<file path="src/rtl/beep_pkg.sv">
// Shared types, constants and helpers for the beeper scheduler.
// Pure declarations: no latency, no flow control.
package beep_pkg;

  typedef enum logic [1:0] {
    ST_IDLE = 2'd0,
    ST_ON   = 2'd1,
    ST_OFF  = 2'd2
  } state_t;

  typedef struct packed {
    logic [2:0] beeps;
    logic [7:0] on;
    logic [7:0] off;
  } pattern_t;

  localparam pattern_t CLICK   = '{beeps: 3'd1, on: 8'd30,  off: 8'd20};
  localparam pattern_t ALARM   = '{beeps: 3'd3, on: 8'd200, off: 8'd100};
  localparam pattern_t CONFIRM = '{beeps: 3'd2, on: 8'd80,  off: 8'd80};

  function automatic int id_w(input int n);
    return (n > 1) ? $clog2(n) : 1;
  endfunction

endpackage

</file>
<file path="src/rtl/beep_scheduler_if.sv">
// Requester-side bundle of the beeper scheduler: request pulses, patterns, controls, beeper status.
// Wires only; a request is a one-cycle pulse with no ready, so a repeat simply overwrites.
interface beep_scheduler_if #(
  parameter int NUM_REQ = 4,
  parameter int TW      = 8,
  parameter int IW      = beep_pkg::id_w(NUM_REQ)
);
  logic [NUM_REQ-1:0]    req;
  logic [NUM_REQ*3-1:0]  req_beeps;
  logic [NUM_REQ*TW-1:0] req_on;
  logic [NUM_REQ*TW-1:0] req_off;
  logic                  mute;
  logic                  abort;
  logic                  beep;
  logic                  busy;
  logic [IW-1:0]         grant_id;
  logic                  done;

  modport master (
    output req, req_beeps, req_on, req_off, mute, abort,
    input  beep, busy, grant_id, done
  );

  modport slave (
    input  req, req_beeps, req_on, req_off, mute, abort,
    output beep, busy, grant_id, done
  );
endinterface

</file>
<file path="src/rtl/beep_scheduler_prio_pick.sv">
// Combinational lowest-index-first picker over a request vector.
// Zero latency; no flow control.
module prio_pick import beep_pkg::*; #(
  parameter int N  = 4,
  parameter int IW = id_w(N)
) (
  input  logic [N-1:0]  vec,
  output logic          vld,
  output logic [IW-1:0] idx
);
  always_comb begin
    vld = 1'b0;
    idx = '0;
    for (int i = N - 1; i >= 0; i--) begin
      if (vec[i]) begin
        vld = 1'b1;
        idx = IW'(i);
      end
    end
  end
endmodule

</file>
<file path="src/rtl/beep_scheduler.sv">
// Latches one-cycle beep requests and plays their patterns one at a time, lowest index first.
// Grant one cycle after a request is seen in IDLE; requests never stall, a repeat overwrites its shadow.
module beep_scheduler import beep_pkg::*; #(
  parameter int NUM_REQ  = 4,
  parameter int TICK_DIV = 1,
  parameter int TW       = 8
) (
  input  logic            clk,
  input  logic            rst,
  beep_scheduler_if.slave bus
);
  localparam int IW = id_w(NUM_REQ);
  localparam int PW = (TICK_DIV > 1) ? $clog2(TICK_DIV) : 1;
  localparam logic [PW-1:0] PRESC_MAX = PW'(TICK_DIV - 1);

  state_t                state_q, state_d;
  logic [NUM_REQ-1:0]    pend_q, pend_d;
  logic [NUM_REQ*3-1:0]  sh_beeps_q, sh_beeps_d;
  logic [NUM_REQ*TW-1:0] sh_on_q, sh_on_d;
  logic [NUM_REQ*TW-1:0] sh_off_q, sh_off_d;
  logic [2:0]            beeps_q, beeps_d;
  logic [TW-1:0]         cnt_q, cnt_d;
  logic [TW-1:0]         on_q, on_d;
  logic [TW-1:0]         off_q, off_d;
  logic [PW-1:0]         presc_q, presc_d;
  logic [IW-1:0]         gid_q, gid_d;
  logic                  done_q, done_d;

  logic                  pick_vld;
  logic [IW-1:0]         pick_idx;
  logic                  tick;
  logic [2:0]            sel_b, norm_b;
  logic [TW-1:0]         sel_on, sel_off, norm_on, norm_off;

  prio_pick #(.N(NUM_REQ), .IW(IW)) u_pick (
    .vec (pend_q),
    .vld (pick_vld),
    .idx (pick_idx)
  );

  assign tick    = (presc_q == PRESC_MAX);
  assign sel_b   = sh_beeps_q[int'(pick_idx) * 3 +: 3];
  assign sel_on  = sh_on_q[int'(pick_idx) * TW +: TW];
  assign sel_off = sh_off_q[int'(pick_idx) * TW +: TW];
  // Zero fields mean "minimum pattern" so counters can never wrap.
  assign norm_b   = (sel_b == 3'd0)    ? 3'd1    : sel_b;
  assign norm_on  = (sel_on == '0)     ? TW'(1)  : sel_on;
  assign norm_off = (sel_off == '0)    ? TW'(1)  : sel_off;

  always_comb begin
    state_d    = state_q;
    pend_d     = pend_q;
    sh_beeps_d = sh_beeps_q;
    sh_on_d    = sh_on_q;
    sh_off_d   = sh_off_q;
    beeps_d    = beeps_q;
    cnt_d      = cnt_q;
    on_d       = on_q;
    off_d      = off_q;
    gid_d      = gid_q;
    done_d     = 1'b0;
    presc_d    = tick ? '0 : presc_q + 1'b1;

    if (bus.abort) begin
      state_d = ST_IDLE;
      pend_d  = '0;
    end else begin
      case (state_q)
        ST_IDLE: begin
          if (pick_vld) begin
            pend_d[pick_idx] = 1'b0;
            beeps_d = norm_b;
            on_d    = norm_on;
            off_d   = norm_off;
            cnt_d   = norm_on;
            gid_d   = pick_idx;
            presc_d = '0;
            state_d = ST_ON;
          end
        end
        ST_ON: begin
          if (tick) begin
            if (cnt_q == TW'(1)) begin
              cnt_d   = off_q;
              state_d = ST_OFF;
            end else begin
              cnt_d = cnt_q - 1'b1;
            end
          end
        end
        ST_OFF: begin
          if (tick) begin
            if (cnt_q == TW'(1)) begin
              if (beeps_q > 3'd1) begin
                beeps_d = beeps_q - 1'b1;
                cnt_d   = on_q;
                state_d = ST_ON;
              end else begin
                done_d  = 1'b1;
                state_d = ST_IDLE;
              end
            end else begin
              cnt_d = cnt_q - 1'b1;
            end
          end
        end
        default: state_d = ST_IDLE;
      endcase

      // New requests land after the grant clear so a same-cycle repeat is not lost.
      pend_d = pend_d | bus.req;
      for (int i = 0; i < NUM_REQ; i++) begin
        if (bus.req[i]) begin
          sh_beeps_d[i*3 +: 3]  = bus.req_beeps[i*3 +: 3];
          sh_on_d[i*TW +: TW]   = bus.req_on[i*TW +: TW];
          sh_off_d[i*TW +: TW]  = bus.req_off[i*TW +: TW];
        end
      end
    end
  end

  always_ff @(posedge clk or posedge rst) begin
    if (rst) begin
      state_q    <= ST_IDLE;
      pend_q     <= '0;
      sh_beeps_q <= '0;
      sh_on_q    <= '0;
      sh_off_q   <= '0;
      beeps_q    <= '0;
      cnt_q      <= '0;
      on_q       <= '0;
      off_q      <= '0;
      presc_q    <= '0;
      gid_q      <= '0;
      done_q     <= 1'b0;
    end else begin
      state_q    <= state_d;
      pend_q     <= pend_d;
      sh_beeps_q <= sh_beeps_d;
      sh_on_q    <= sh_on_d;
      sh_off_q   <= sh_off_d;
      beeps_q    <= beeps_d;
      cnt_q      <= cnt_d;
      on_q       <= on_d;
      off_q      <= off_d;
      presc_q    <= presc_d;
      gid_q      <= gid_d;
      done_q     <= done_d;
    end
  end

  assign bus.beep     = (state_q == ST_ON) && !bus.mute;
  assign bus.busy     = (state_q != ST_IDLE);
  assign bus.grant_id = gid_q;
  assign bus.done     = done_q;
endmodule

</file>
<file path="src/flat_wrapper.sv">
// flat-port wrapper written by rule: the top's interface ports become plain ports
module beep_scheduler_flat import beep_pkg::*;
#(
  parameter int NUM_REQ  = 4,
  parameter int TICK_DIV = 1,
  parameter int TW       = 8
)
  (clk, rst, bus_req, bus_req_beeps, bus_req_on, bus_req_off, bus_mute, bus_abort, bus_beep, bus_busy, bus_grant_id, bus_done);
  beep_scheduler_if #(.NUM_REQ(NUM_REQ), .TW(TW)) bus_i ();
  input  logic clk;
  input  logic rst;
  input wire logic [$bits(bus_i.req)-1:0] bus_req;
  input wire logic [$bits(bus_i.req_beeps)-1:0] bus_req_beeps;
  input wire logic [$bits(bus_i.req_on)-1:0] bus_req_on;
  input wire logic [$bits(bus_i.req_off)-1:0] bus_req_off;
  input wire logic [$bits(bus_i.mute)-1:0] bus_mute;
  input wire logic [$bits(bus_i.abort)-1:0] bus_abort;
  output wire logic [$bits(bus_i.beep)-1:0] bus_beep;
  output wire logic [$bits(bus_i.busy)-1:0] bus_busy;
  output wire logic [$bits(bus_i.grant_id)-1:0] bus_grant_id;
  output wire logic [$bits(bus_i.done)-1:0] bus_done;
  assign bus_i.req = bus_req;
  assign bus_i.req_beeps = bus_req_beeps;
  assign bus_i.req_on = bus_req_on;
  assign bus_i.req_off = bus_req_off;
  assign bus_i.mute = bus_mute;
  assign bus_i.abort = bus_abort;
  assign bus_beep = bus_i.beep;
  assign bus_busy = bus_i.busy;
  assign bus_grant_id = bus_i.grant_id;
  assign bus_done = bus_i.done;
  beep_scheduler #(.NUM_REQ(NUM_REQ), .TICK_DIV(TICK_DIV), .TW(TW)) u_core (.clk(clk), .rst(rst), .bus(bus_i));
endmodule
</file>
<file path="config.mk">
export PLATFORM = sky130hd
export DESIGN_NAME = beep_scheduler_flat
export DESIGN_NICKNAME = d
export VERILOG_FILES = /design/src/rtl/beep_pkg.sv /design/src/rtl/beep_scheduler_if.sv /design/src/rtl/beep_scheduler_prio_pick.sv /design/src/rtl/beep_scheduler.sv /design/src/flat_wrapper.sv
export SDC_FILE = /design/constraint.sdc
export NUM_CORES = 1
export LEC_CHECK = 0
export CORE_MARGIN = 2
export CORE_UTILIZATION = 43
export DETAILED_ROUTE_END_ITERATION = 8
export GPL_TIMING_DRIVEN = 0
export PLACE_DENSITY = 0.69
export SYNTH_ARGS = -nofsm -noshare
export SYNTH_HDL_FRONTEND = slang
export SYNTH_SLANG_ARGS = --single-unit
export TNS_END_PERCENT = 10
</file>
<file path="constraint.sdc">
create_clock -name clk -period 3.1 [get_ports clk]
set_input_delay 0.31 -clock clk [delete_from_list [all_inputs] [get_ports clk]]
set_output_delay 0.31 -clock clk [all_outputs]
set_load 0.05 [all_outputs]
</file>
### Word-level counts from Yosys, hierarchy flattened

Index checks and enable logic that the tools add are counted.

| storage, ports and cells | value |
|---|---|
| register bits | 113 |
| bits in latches | 0 |
| memory bits (writable) | 0 |
| memory bits (read-only) | 0 |
| input port bits | 84 |
| output and inout port bits | 5 |
| word-level logic and storage cells | 113 |
| memories kept | 0 |

| cells by class | value |
|---|---|
| add/sub/neg operators | 3 |
| $mul | 1 |
| divide/modulo/power cells | 0 |
| order comparisons | 3 |
| eq/ne operators | 14 |
| shifts and indexed selects | 3 |
| mux-type cells | 46 |
| bitwise gates (word level) | 4 |
| reductions and logical operators | 18 |

Operator list:

| kind | count |
|---|---|
| two-way mux 8 bit | 8 |
| variable part select 32 x 6 -> 8 bit | 2 |
| variable part select 12 x 32 -> 3 bit | 1 |
| case mux 8 bit (3 select lines) | 1 |
| two-way mux 2 bit | 10 |
| zero test 8 bit | 2 |
| two-way mux 4 bit | 4 |
| two-way mux 1 bit | 15 |
| two-way mux 3 bit | 5 |
| AND reduction 6 bit | 2 |
| != test 3 x 2 -> 1 bit, second input constant | 3 |
| != test 3 bit, second input constant | 3 |
| == test 8 x 1 -> 1 bit, second input constant | 1 |
| AND reduction 2 bit | 4 |
| subtractor 8 x 1 -> 8 bit, second input constant | 1 |
| != test 2 x 1 -> 1 bit, second input constant | 3 |
| case mux 2 bit (3 select lines) | 1 |
| case mux 3 bit (2 select lines) | 1 |
| AND reduction 5 bit | 1 |
| bitwise AND 4 bit | 1 |
| multiplier 2 x 2 -> 4 bit, second input constant | 1 |
| != test 2 bit, second input constant | 2 |
| NOT 4 bit | 1 |
| bitwise OR 4 bit | 1 |
| other kinds (16) | 18 |

### Logic depth before layout (Yosys ltp)

| depth | value |
|---|---|
| depth in word-level cells | 15 |
| mapped depth | 10 |
| gate-level depth less buffers | 8 |

### Hierarchy

Synthesis repeated with hierarchy kept, for this count alone.

| second synthesis, totals | value |
|---|---|
| cells, all modules | 399 |
| area, all modules | 5331.4 sq um |

By module, submodules not included:

| module | times used | cells each | area each (sq um) | sequential area each (sq um) |
|---|---|---|---|---|
| beep_scheduler | 1 | 392 | 5296.3 | 2802.7 |
| prio_pick | 1 | 7 | 35.0 | 0.0 |

### Least setup slack after synthesis

OpenSTA, ideal clock, no wires.

| timing path | value |
|---|---|
| kind | flip-flop to flip-flop |
| start | reg u_core.cnt_q[1] |
| end | reg u_core.cnt_q[5] |
| library setup time | 0.125 ns |
| arrival | 2.096 ns |
| required time | 2.975 ns |
| setup slack | 0.879 ns |
| cell stages (with the launch flop) | 10 |
| path buffers | 1 |
| clock period less this slack | 2.221 ns |
| cell sequence | dfrtp_1 -> inv_1 -> ha_1 -> or3b_2 -> or2_1 -> buf_6 -> o21a_1 -> o221ai_1 -> o21ai_1 -> mux2_2 |

| between the ends | value |
|---|---|
| longest elaborated chain between the ends | 4 |
| elaborated cells between the ends (all ways) | 9 |
| classes of those cells | add/sub (1); eq/ne (2); mux (5); reduce/logical (1) |

Ends and longest elaborated chain:

| what | RTL line | source |
|---|---|---|
| start: declaration | beep_scheduler.sv:22 | `logic [TW-1:0] cnt_q, cnt_d;` |
| start signal: assignment | beep_scheduler.sv:143 | `cnt_q <= cnt_d;` |
| subtractor 8 x 1 -> 8 bit or == test 8 x 1 -> 1 bit (tied branches) | n/a |  |
| two-way mux 8 bit (on tied branches) | beep_scheduler.sv:93, beep_scheduler.sv:83 |  |
| two-way mux 8 bit (on tied branches) | beep_scheduler.sv:92, beep_scheduler.sv:82 |  |
| case mux 8 bit (3 select lines) | beep_scheduler.sv:68 | `case (state_q)` |

Parallel ways exist; a longest one is shown, timed or not. The select of a mux whose other input is x is not followed.
A chain may end at the register's enable or synchronous reset.

### Final worst setup path

| timing path | value |
|---|---|
| start | reg u_core.pend_q[2] |
| end | reg u_core.beeps_q[2] |

| between the ends | value |
|---|---|
| longest elaborated chain between the ends | 9 |
| elaborated cells between the ends (all ways) | 14 |
| classes of those cells | mul (1); eq/ne (1); shift (1); mux (9); reduce/logical (2) |

Ends and longest elaborated chain:

| what | RTL line | source |
|---|---|---|
| start: declaration | beep_scheduler.sv:17 | `logic [NUM_REQ-1:0] pend_q, pend_d;` |
| start signal: assignment | beep_scheduler.sv:138 | `pend_q <= pend_d;` |
| two-way mux 2 bit (3 in a row) | beep_scheduler_prio_pick.sv:15 | `if (vec[i]) begin` |
| multiplier 2 x 2 -> 4 bit | beep_scheduler.sv:42 | `assign sel_b = sh_beeps_q[int'(pick_idx) * 3 +: 3];` |
| variable part select 12 x 32 -> 3 bit | beep_scheduler.sv:42 |  |
| zero test 3 bit | beep_scheduler.sv:46 | `assign norm_b = (sel_b == 3'd0) ? 3'd1 : sel_b;` |
| two-way mux 3 bit | beep_scheduler.sv:46 |  |
| two-way mux 3 bit | beep_scheduler.sv:70 | `if (pick_vld) begin` |
| case mux 3 bit (2 select lines) | beep_scheduler.sv:68 |  |
| end signal: assignment | beep_scheduler.sv:142 | `beeps_q <= beeps_d;` |
| end: declaration | beep_scheduler.sv:21 | `logic [2:0] beeps_q, beeps_d;` |

Parallel ways exist; a longest one is shown, timed or not. The select of a mux whose other input is x is not followed.

==> key figures <==
Run status
  – Outcome: finished, final reports clean

Worst setup path
  – Critical path class: reg -> reg
  – Worst R2R Start: u_core.pend_q[2]
  – Delay-heaviest family, CP: buffers and inverters
  – Setup crit start: u_core.pend_q[2]
  – Crit path largest cell delay: 710 ps
  – FF-to-FF End: u_core.beeps_q[2]
  – Worst r2r path cells: 6
  – Critical path buffers and inverters: 2
  – CP endpoint kind: flop
  – Slowest-stage cell, CP: clkbuf_1
  – Worst path cell trace: clkbuf_1, o21ai_1, clkbuf_1, mux2_2, nor3b_1, a221oi_1
  – WP data required: 3360 ps
  – Startpoint types: flop
  – Worst-case register-to-register setup slack: 300 ps
  – WP data arrival: 3060 ps
  – Most used cell, CP: clkbuf_1
  – Crit Path Max Fanout: 10

Logic synthesis
  – Syn. warnings: 0
  – Post-Syn Nets: 581
  – Top cells by area, synth: dfrtp_1 (50%), mux2_2 (17%), mux2i_1 (5.6%)
  – Post-synth cell types: 54
  – Synth Cell Area: 5550 µm²
  – Post-synthesis cell count: 488
  – Ys async rst share: 100%
  – Yosys reg bits: 112
  – Most common cell in the netlist: dfrtp_1
  – Synth top area share: 50.5%
  – Synth area leader: dfrtp_1
  – Top FF cell, synth: dfrtp_1
  – Mean Syn Cell Area: 11.4 µm²
  – Sequential area share after synthesis: 50.5%
  – Post-synth EDFFs: 0
  – Post-synth top cells: dfrtp_1 (112), mux2_2 (84), nand2_1 (49)

Detailed routing
  – Via count: 4140
  – Post-route antenna net violation count: 0
  – DR WL/cell: 17.8 µm
  – First-pass iteration count of the detailed router: 5
  – DRT Wirelength: 13700 µm
  – Vias per std cell: 5.40
  – Drc violations: 0
  – Initial DRC Count: 241

Floorplanning
  – Die height: 118 µm
  – Starting density of the core: 44.0%
  – Die W: 118 µm
  – Die ar.: 13800 µm²
  – Core Footprint: 12600 µm²
  – Row cnt: 41
  – I/O pins: 89

Clock tree
  – Worst-path clk slew: 80 ps
  – CTS H-tree depth: 3
  – Root buffer cell: clkbuf_16
  – CTS tree: built
  – Post-CTS sizing: 0
  – Clk sinks: 112
  – CTS Buf Count: 9
  – Clk_lat worst skew: 360 ps
  – # hold bufs at CTS: 0
  – CTS max path bufs: 2
  – Post-CTS Repair Setup Buffers: 0

Timing
  – Slew @ Worst Pin: 881 ps
  – Max Freq: 0.357 GHz
  – Setup violations, final: 0
  – Rel. slew slack: 41.1%
  – RSZ-0062 raised after global routing: no
  – Final period utilization: 90.3%
  – Final-report hold violation count: 0
  – Total Neg Setup Slack: 0 ps
  – Worst Clk Skew: 7.56 ps
  – Post-layout minimum cycle time: 2800 ps
  – Max-slew violations: 0

Layout
  – Final Net Count: 683
  – Area grow syn2layout: 26.6%
  – Fraction of layout cells with a size suffix above 1: 20.3%
  – Ant. Diodes: 0

Global route
  – Largest net degree at the start of global routing: 44
  – Gr usage total: 20.9%
  – Initial antenna violation count: 0
  – Vias in the first global route: 4324
  – Grt ovf: 0
  – First-pass GRT wire length: 22600 µm

Power and ir drop
  – Worst VDD drop: 0.000336 V
  – Total power: 0.00492 W
  – Pwr per Cell Area: 700 nW/µm²
  – Leakage: 3.02 nW

Placement
  – GPL Wtd Cong: 0.887
  – DP HPWL: 10300 µm
  – Port bufs: 88

Job
  – Max-cap violations: 0

Min path
  – Worst hold path type: in -> async
routing by layer:
metal  share of wire (%)  GRT usage (%)  vias to the layer above  wire length [µm]
li1                    -              -                     1953                 -
met1                  45           27.2                     2067              6140
met2                  49           34.4                       97              6680
met3                 3.9           4.75                       23               538
met4                 2.1           6.93                        0               289
met5                   0              0                        -                 0
metrics by stage:
step | instance area [µm²] | util [%] | setup WS (ps) | hold WS [ps] | std cells
global placement | 6650 | 52.7 | 51.0 | 455 | 748
CTS | 7020 | 55.7 | 317 | 302 | 767
detailed placement | 6710 | 53.2 | 39.1 | 457 | 751
floorplan | 5550 | - | 879 | 437 | 488
finish | 7020 | 55.7 | 301 | 299 | 767
global route | 7020 | 55.7 | 116 | 331 | 767
power by group:
part           switching [W]  internal [W]  total (W)
logic               0.000901      0.000745    0.00165
registers           0.000241       0.00180    0.00205
clock network       0.000551      0.000677    0.00123
total                0.00169       0.00323    0.00492
how the worst max path moves through the flow:
stage	slack (ps)	depth (start not counted)	endpoint
floorplan	880	9	u_core.cnt_q[5]
detailed placement	40	5	u_core.sh_beeps_q[11]
CTS	320	6	u_core.beeps_q[2]
global placement	50	5	u_core.sh_on_q[24]
global route	120	6	u_core.beeps_q[2]
finish	300	6	u_core.beeps_q[2]
flip-flops by register name, indices dropped and copies added, names as in the netlist:
name	count
u_core.cnt_q	8
u_core.beeps_q	3
u_core.bus.grant_id	2
u_core.off_q	8
u_core.sh_off_q	32
u_core.pend_q	4
u_core.sh_on_q	32
u_core.sh_beeps_q	12
u_core.state_q	2
u_core.on_q	8
u_core.bus.done	1
cells by family (layout without fill, tap and decap cells):
family	after synthesis	in the layout	share of synthesized area, %
buf+inv	42	149	3.29
fa+ha+maj	9	9	2.03
simple gates	112	112	10.0
xor+xnor	4	4	0.631
mux	115	115	22.6
compound gates	94	94	10.9
flops	112	112	50.5
layout make-up:
type                    instances  area [µm²]
repair buffers                 91         941
clock inverters                 5        61.3
flip-flops and latches        112        2800
multi-input cells             334        2560
inverters                      16        63.8
plain buffers                  26         123
fillers                      1131        5600
clock buffers                  11         253
well taps                     172         215
cell usage in the layout, fill, tap and decap left out, types with 9 or more instances in the layout:
master,synthesis,layout
clkdlybuf4s50_1,0,88
inv_1,16,15
o21ai_0,29,29
mux2_2,84,84
nor2b_1,9,9
a21oi_1,18,18
nand2_1,49,49
ha_1,9,9
mux2i_1,31,31
dfrtp_1,112,112
clkbuf_16,0,9
clkbuf_1,16,16
nor2_1,19,19
Note: power is estimated with default switching activity, not from simulation.
